<file path="src/rtl/hmmm_pkg.sv">
// Shared types and constants for the HMMM multicycle control sequencer.
// Optional feature macro: HMMM_SINGLE_STEP_EN adds the PAUSE state.
package hmmm_pkg;

    // Instruction register bits [9:6]; every 4-bit value names an opcode.
    typedef enum logic [3:0] {
        OP_HALT  = 4'b0000,
        OP_ADD   = 4'b0001,
        OP_SUB   = 4'b0010,
        OP_STORE = 4'b0011,
        OP_LOAD  = 4'b0100,
        OP_COPY  = 4'b0101,
        OP_NEG   = 4'b0110,
        OP_NOP   = 4'b0111,
        OP_JEQZN = 4'b1000,
        OP_JNEZN = 4'b1001,
        OP_JGTZN = 4'b1010,
        OP_JLTZN = 4'b1011,
        OP_JMP0  = 4'b1100,
        OP_JMP1  = 4'b1101,
        OP_JMP2  = 4'b1110,
        OP_JMP3  = 4'b1111
    } opcode_e;

    // Low two opcode bits of a conditional jump.
    typedef enum logic [1:0] {
        CC_EQZ = 2'b00,
        CC_NEZ = 2'b01,
        CC_GTZ = 2'b10,
        CC_LTZ = 2'b11
    } cc_e;

    typedef enum logic [2:0] {
        S_BOOT   = 3'd0,
        S_FETCH  = 3'd1,
        S_DECODE = 3'd2,
        S_EXEC   = 3'd3,
        S_MEM    = 3'd4,
        S_HALT   = 3'd5,
        S_ERROR  = 3'd6
`ifdef HMMM_SINGLE_STEP_EN
        ,
        S_PAUSE  = 3'd7
`endif
    } state_e;

    // PC source: sequential increment or instr[5:0] zero-extended.
    localparam logic PC_SRC_INC    = 1'b0;
    localparam logic PC_SRC_BRANCH = 1'b1;

    localparam logic WD_SEL_ALU    = 1'b0;
    localparam logic WD_SEL_MEM    = 1'b1;

    localparam logic ALU_OP_ADD    = 1'b0;
    localparam logic ALU_OP_SUB    = 1'b1;

    localparam logic ALU_SRC_ZERO  = 1'b0;
    localparam logic ALU_SRC_RD1   = 1'b1;

    // Opcodes that go through the data-memory phase instead of EXEC.
    function automatic logic is_mem_op(input opcode_e op);
        return (op == OP_STORE) || (op == OP_LOAD);
    endfunction

endpackage

</file>
<file path="src/rtl/branch_resolve.sv">
// Conditional-jump evaluator: condition code + two's complement value -> taken.
module branch_resolve
    import hmmm_pkg::*;
(
    input  logic [1:0] cc_i,
    input  logic [3:0] br_val_i,
    output logic       taken_o
);

    logic is_zero;
    logic is_neg;

    assign is_zero = (br_val_i == 4'd0);
    assign is_neg  = br_val_i[3];

    // Select the test named by the condition code.
    always_comb begin
        taken_o = 1'b0;
        case (cc_e'(cc_i))
            CC_EQZ:  taken_o = is_zero;
            CC_NEZ:  taken_o = !is_zero;
            CC_GTZ:  taken_o = !is_neg && !is_zero;
            CC_LTZ:  taken_o = is_neg;
            default: taken_o = 1'b0;
        endcase
    end

endmodule

</file>
<file path="src/rtl/hmmm_mc_sequencer.sv">
// Multicycle control sequencer for the 4-bit HMMM datapath.
// Steps each instruction through FETCH / DECODE / EXEC or MEM, handshakes with
// wait-state memories, and traps to a sticky ERROR state on request timeout.
// Optional feature macro: HMMM_SINGLE_STEP_EN (adds step input and PAUSE state).
module hmmm_mc_sequencer
    import hmmm_pkg::*;
#(
    parameter int TIMEOUT = 15
) (
    input  logic       clk,
    input  logic       reset,
    input  logic       run,
`ifdef HMMM_SINGLE_STEP_EN
    input  logic       step,
`endif
    input  logic [3:0] funct,
    input  logic [3:0] br_val,
    input  logic       imem_ack,
    input  logic       dmem_ack,
    output logic       imem_req,
    output logic       ir_we,
    output logic       pc_we,
    output logic       pc_src,
    output logic       reg_we,
    output logic       wd_sel,
    output logic       alu_op,
    output logic       alu_src,
    output logic       dmem_req,
    output logic       dmem_we,
    output logic       halted,
    output logic       err
);

    localparam logic [7:0] TIMEOUT_C = 8'(TIMEOUT);

    state_e     state_q;
    state_e     state_d;
    state_e     done_state;
    logic [7:0] wait_cnt_q;
    logic [7:0] wait_cnt_d;
    opcode_e    op;
    logic       cond_taken;

    assign op = opcode_e'(funct);

    branch_resolve u_branch_resolve (
        .cc_i     (funct[1:0]),
        .br_val_i (br_val),
        .taken_o  (cond_taken)
    );

    // Where a completed instruction goes next.
    always_comb begin
`ifdef HMMM_SINGLE_STEP_EN
        // A step pulse in the completion cycle skips the PAUSE stop.
        done_state = step ? S_FETCH : S_PAUSE;
`else
        done_state = S_FETCH;
`endif
    end

    // State register and memory wait counter.
    always_ff @(posedge clk or negedge reset) begin
        if (!reset) begin
            state_q    <= S_BOOT;
            wait_cnt_q <= 8'd0;
        end else begin
            // NOTE: non-blocking so every register samples pre-edge values.
            state_q    <= state_d;
            wait_cnt_q <= wait_cnt_d;
        end
    end

    // Next-state logic and all datapath controls, decoded from state, acks and funct.
    always_comb begin
        // NOTE: every output gets a default first so no path infers a latch.
        state_d    = state_q;
        wait_cnt_d = 8'd0;
        imem_req   = 1'b0;
        ir_we      = 1'b0;
        pc_we      = 1'b0;
        pc_src     = PC_SRC_INC;
        reg_we     = 1'b0;
        wd_sel     = WD_SEL_ALU;
        alu_op     = ALU_OP_ADD;
        alu_src    = ALU_SRC_ZERO;
        dmem_req   = 1'b0;
        dmem_we    = 1'b0;
        halted     = 1'b0;
        err        = 1'b0;

        case (state_q)
            S_BOOT: begin
                state_d = S_FETCH;
            end

            S_FETCH: begin
                imem_req = 1'b1;
                // Ack wins over the timeout boundary.
                if (imem_ack) begin
                    ir_we   = 1'b1;
                    state_d = S_DECODE;
                end else if (wait_cnt_q == TIMEOUT_C) begin
                    state_d = S_ERROR;
                end else begin
                    wait_cnt_d = wait_cnt_q + 8'd1;
                end
            end

            S_DECODE: begin
                if (op == OP_HALT) begin
                    state_d = S_HALT;
                end else if (is_mem_op(op)) begin
                    state_d = S_MEM;
                end else begin
                    state_d = S_EXEC;
                end
            end

            S_EXEC: begin
                pc_we   = 1'b1;
                state_d = done_state;
                case (op)
                    OP_ADD: begin
                        reg_we  = 1'b1;
                        alu_op  = ALU_OP_ADD;
                        alu_src = ALU_SRC_RD1;
                    end
                    OP_SUB: begin
                        reg_we  = 1'b1;
                        alu_op  = ALU_OP_SUB;
                        alu_src = ALU_SRC_RD1;
                    end
                    OP_COPY: begin
                        reg_we  = 1'b1;
                        alu_op  = ALU_OP_ADD;
                        alu_src = ALU_SRC_ZERO;
                    end
                    OP_NEG: begin
                        reg_we  = 1'b1;
                        alu_op  = ALU_OP_SUB;
                        alu_src = ALU_SRC_ZERO;
                    end
                    OP_JEQZN, OP_JNEZN, OP_JGTZN, OP_JLTZN: begin
                        pc_src = cond_taken ? PC_SRC_BRANCH : PC_SRC_INC;
                    end
                    OP_JMP0, OP_JMP1, OP_JMP2, OP_JMP3: begin
                        pc_src = PC_SRC_BRANCH;
                    end
                    default: begin
                        // NOP advances the PC only.
                    end
                endcase
            end

            S_MEM: begin
                dmem_req = 1'b1;
                dmem_we  = (op == OP_STORE);
                if (dmem_ack) begin
                    pc_we   = 1'b1;
                    state_d = done_state;
                    if (op == OP_LOAD) begin
                        reg_we = 1'b1;
                        wd_sel = WD_SEL_MEM;
                    end
                end else if (wait_cnt_q == TIMEOUT_C) begin
                    state_d = S_ERROR;
                end else begin
                    wait_cnt_d = wait_cnt_q + 8'd1;
                end
            end

            S_HALT: begin
                halted = 1'b1;
                // Restart at PC+1.
                if (run) begin
                    pc_we   = 1'b1;
                    pc_src  = PC_SRC_INC;
                    state_d = S_FETCH;
                end
            end

            S_ERROR: begin
                // Only reset leaves this state.
                err = 1'b1;
            end

`ifdef HMMM_SINGLE_STEP_EN
            S_PAUSE: begin
                halted = 1'b1;
                if (step) begin
                    state_d = S_FETCH;
                end
            end
`endif

            default: begin
                state_d = S_BOOT;
            end
        endcase
    end

endmodule

</file>
<file path="config.mk">
export PLATFORM = sky130hd
export DESIGN_NAME = hmmm_mc_sequencer
export DESIGN_NICKNAME = d
export VERILOG_FILES = /design/src/rtl/hmmm_pkg.sv /design/src/rtl/branch_resolve.sv /design/src/rtl/hmmm_mc_sequencer.sv
export SDC_FILE = /design/constraint.sdc
export NUM_CORES = 1
export LEC_CHECK = 0
export CAP_MARGIN = 0
export CORE_UTILIZATION = 46
export DETAILED_ROUTE_END_ITERATION = 10
export GPL_TIMING_DRIVEN = 0
export PLACE_DENSITY = 0.8
export SYNTH_ARGS = -nofsm -noshare
export SYNTH_HDL_FRONTEND = slang
export SYNTH_SLANG_ARGS = --single-unit
</file>
<file path="constraint.sdc">
create_clock -name clk -period 1.95 [get_ports clk]
set_input_delay 0.39 -clock clk [delete_from_list [all_inputs] [get_ports clk]]
set_output_delay 0.39 -clock clk [all_outputs]
set_load 0.01 [all_outputs]
</file>
==> run summary <==
Post-Place Cell Area - 0.001126 mm2
Failing checks - setup timing
CP required - 1560 ps
Vias in the first global route - 785
Crit path DAT - 1590 ps
Design Area, Final - 0.001191 mm2
CTS tree - done
H-Tree Depth - 1
Antenna diode count - 0
Sink Count - 11
Root Driver - clkbuf_4
Number of fill cells - 146
Pwr dens - 778.8 mW/mm2
Total Routing Usage GR - 0.2240
Clk_lat worst skew - 270 ps
Distinct cells, synth - 42
Worst setup margin - -29.96 ps
Top FF cell, synth - dfrtp_1
Syn avg cell area - 8.913 um2
Number of synthesized flops with an enable pin - 0
Post-synth top area share - 0.3184
Worst r2r src - wait_cnt_q[4]$_DFF_PN0_
Via Count - 847
Pleak - 0.5307 nW
Fin crit share - 1.015
I/O Buffers - 23
Max-slew headroom - 0.5795
Critical path peak fanout - 4
Area leader, netlist - dfrtp_1
Via/cell ratio - 5.536
Antenna-violating nets left - 0
Reg-to-reg endpoint - wait_cnt_q[5]$_DFF_PN0_
DPL Wire Length - 1.529 mm
Max Cap Viol - 0
DRC violations left - 0
DRT iter0 DRCs - 17
Final std cells w/o fill - 153
Clock skew - 5.212 ps
Area grow syn2layout - 37.77%
Worst-margin pin slew - 626.6 ps
Mapped Cells - 97
Seq cells post-synth - 11
GPL Wtd Cong - 0.8146
Commonest cells post-synth - 11 x dfrtp_1, 6 x a21oi_1, 6 x nor3b_1, 6 x or3_1
Proportion of layout cells with a drive suffix above 1 - 0.2500
Status - complete, but fails checks
Seq/Total Area, Yosys - 0.3184
DRT Pass-1 Iters - 4
Synthesized Nets - 111
Clk buf depth - 2
Floorplan core area - 0.001745 mm2
Initial antenna violation count - 0
DIE WIDTH - 45.36 um
Total grt overflow - 0
Largest cells by area after synthesis - dfrtp_1 32%, nor3b_1 5.2%, or3_1 4.3%, a21oi_1 3.5%, clkbuf_8 3.2%
Worst setup SP type - flip-flop
Worst-path clk slew - 70 ps
Worst vdd ir - 474.5 uV
Post-Place Cells - 145
Final setup violation count - 1
Endpoints failing hold - 0
Routed WL - 2.063 mm
Critical path class - reg -> out
First-pass GRT wire length - 3.353 mm
Setup crit end kind - primary output
FFs w/ async S/R, synth - 1.000
Worst R2R Setup Slack - 420 ps
Largest net degree at the start of global routing - 12
Worst hold path class - in -> async
WL per Instance - 13.48 um
Fmax - 0.5051 GHz
Unrepaired setup endpoints after global routing - true
TritonCTS buffer count - 3
Mapped Area - 864.6 um2
Final min period - 1980 ps
Cell Rows - 15
Dominant cell by count in the synthesized netlist - dfrtp_1
Nets@finish - 143
Max Slew Vio Count - 0
Depth of the worst register-to-register path - 3
Initial Util - 0.4953
# IOs - 25
Synth Warn # - 0
Hold Worst Slack - 446.8 ps
Die Area - 0.002057 mm2
DIE HEIGHT - 45.36 um
==> how the worst max path moves through the flow <==
stage / from / endpoint / slack (ps) / cells past startpoint
floorplan: funct[0] / reg_we / 140 / 4
global placement: funct[1] / reg_we / -730 / 5
detailed placement: funct[1] / reg_we / -760 / 5
CTS: br_val[2] / pc_src / -80 / 5
global route: state_q[2]$_DFFE_PN0P_ / reg_we / -100 / 4
finish: state_q[0]$_DFFE_PN0P_ / reg_we / -30 / 4
==> metal layers <==
layer  share of wire  track usage  wire length, um  up-vias
met2            0.52       0.4058             1083       15
met4               0      0.04242                0        0
met3           0.031      0.06000               63        0
met5               0            0                0        -
li1                -            -                -      432
met1            0.44       0.2635              916      400
==> stage by stage <==
| stage | worst slack, ps | TNS, ps | util | total power, W |
|---|---|---|---|---|
| 4_1_cts | -77.74 | -158.9 | 0.6624 | 0.0008904 |
| 2_1_floorplan | 136.2 | 0 | - | 0.0005716 |
| 5_1_grt | -103.9 | -163.1 | 0.6824 | 0.0009866 |
| 6_report | -29.96 | -29.96 | 0.6824 | 0.0009276 |
| 3_3_place_gp | -731.8 | -3503 | 0.6452 | 0.0007207 |
| 3_5_place_dp | -761.1 | -3740 | 0.6452 | 0.0007302 |
==> sequential cells by signal, indices dropped and copies added (netlist names) <==
signal      cells
state_q         3
wait_cnt_q      8
==> layout make-up <==
class                           count  area (um2)  share of cell area
Buffer                              4       51.30             0.04307
Timing Repair Buffer               27       230.2              0.1933
Inverter                            5       18.77             0.01576
Sequential cell                    11       277.8              0.2332
Clock buffer                        4       26.28             0.02206
Multi-Input combinational cell     77       555.5              0.4664
Tap cell                           25       31.28             0.02626
==> critical path, stage by stage, from the launching register on <==
cell and delay [ps]:
dfrtp_2 430, or3b_4 430, nor4b_4 220, nand2b_1 130, buf_2 120
==> what timing repair did <==
action / in CTS / in global routing
gates cloned: 0 / 0
gates resized for setup: 45 / 11
hold buffers: 0 / 0
endpoints found under the setup margin: 12 / 7
pin swaps: 6 / 3
setup buffers: 2 / 2
==> logic make-up (layout without fill, tap and decap cells) <==
| group | count (synthesis) | in the layout | share of synthesized area |
|---|---|---|---|
| DFF | 11 | 11 | 0.3184 |
| xor gates and xnor gates | 4 | 4 | 0.04053 |
| AOI/OAI and AO/OA | 24 | 24 | 0.1751 |
| adders and majority gates | 1 | 1 | 0.01447 |
| buffers and inverters | 9 | 40 | 0.07236 |
| and+or+nand+nor | 48 | 48 | 0.3792 |
==> layout by cell type, fill, tap and decap left out, types with 2 or more instances in the layout <==
master | synthesis | layout
or3b_4 | 1 | 2
dfrtp_2 | 0 | 2
nor3b_1 | 6 | 6
nand2b_1 | 3 | 3
xnor2_1 | 3 | 3
nor4b_1 | 2 | 2
buf_4 | 0 | 3
o21ai_1 | 2 | 3
dlygate4sd2_1 | 0 | 9
inv_1 | 5 | 4
nor2_1 | 5 | 5
nor3_1 | 3 | 3
nand4_1 | 2 | 2
a211oi_1 | 2 | 2
a31oi_1 | 2 | 2
nand3b_1 | 3 | 3
o21ai_0 | 5 | 4
dfrtp_1 | 11 | 9
or4_1 | 2 | 2
a21oi_1 | 6 | 6
clkbuf_4 | 0 | 3
or3_1 | 6 | 4
or3_4 | 0 | 2
buf_2 | 1 | 6
clkdlybuf4s50_1 | 0 | 3
buf_6 | 1 | 4
dlymetal6s2s_1 | 0 | 2
nand3_1 | 4 | 4
==> power by group <==
part           switching (W)  internal [W]
clock              0.0000720     0.0000791
combinational       0.000221      0.000252
sequential         0.0000389      0.000265
No activity file was read; power rests on OpenSTA's default activity.
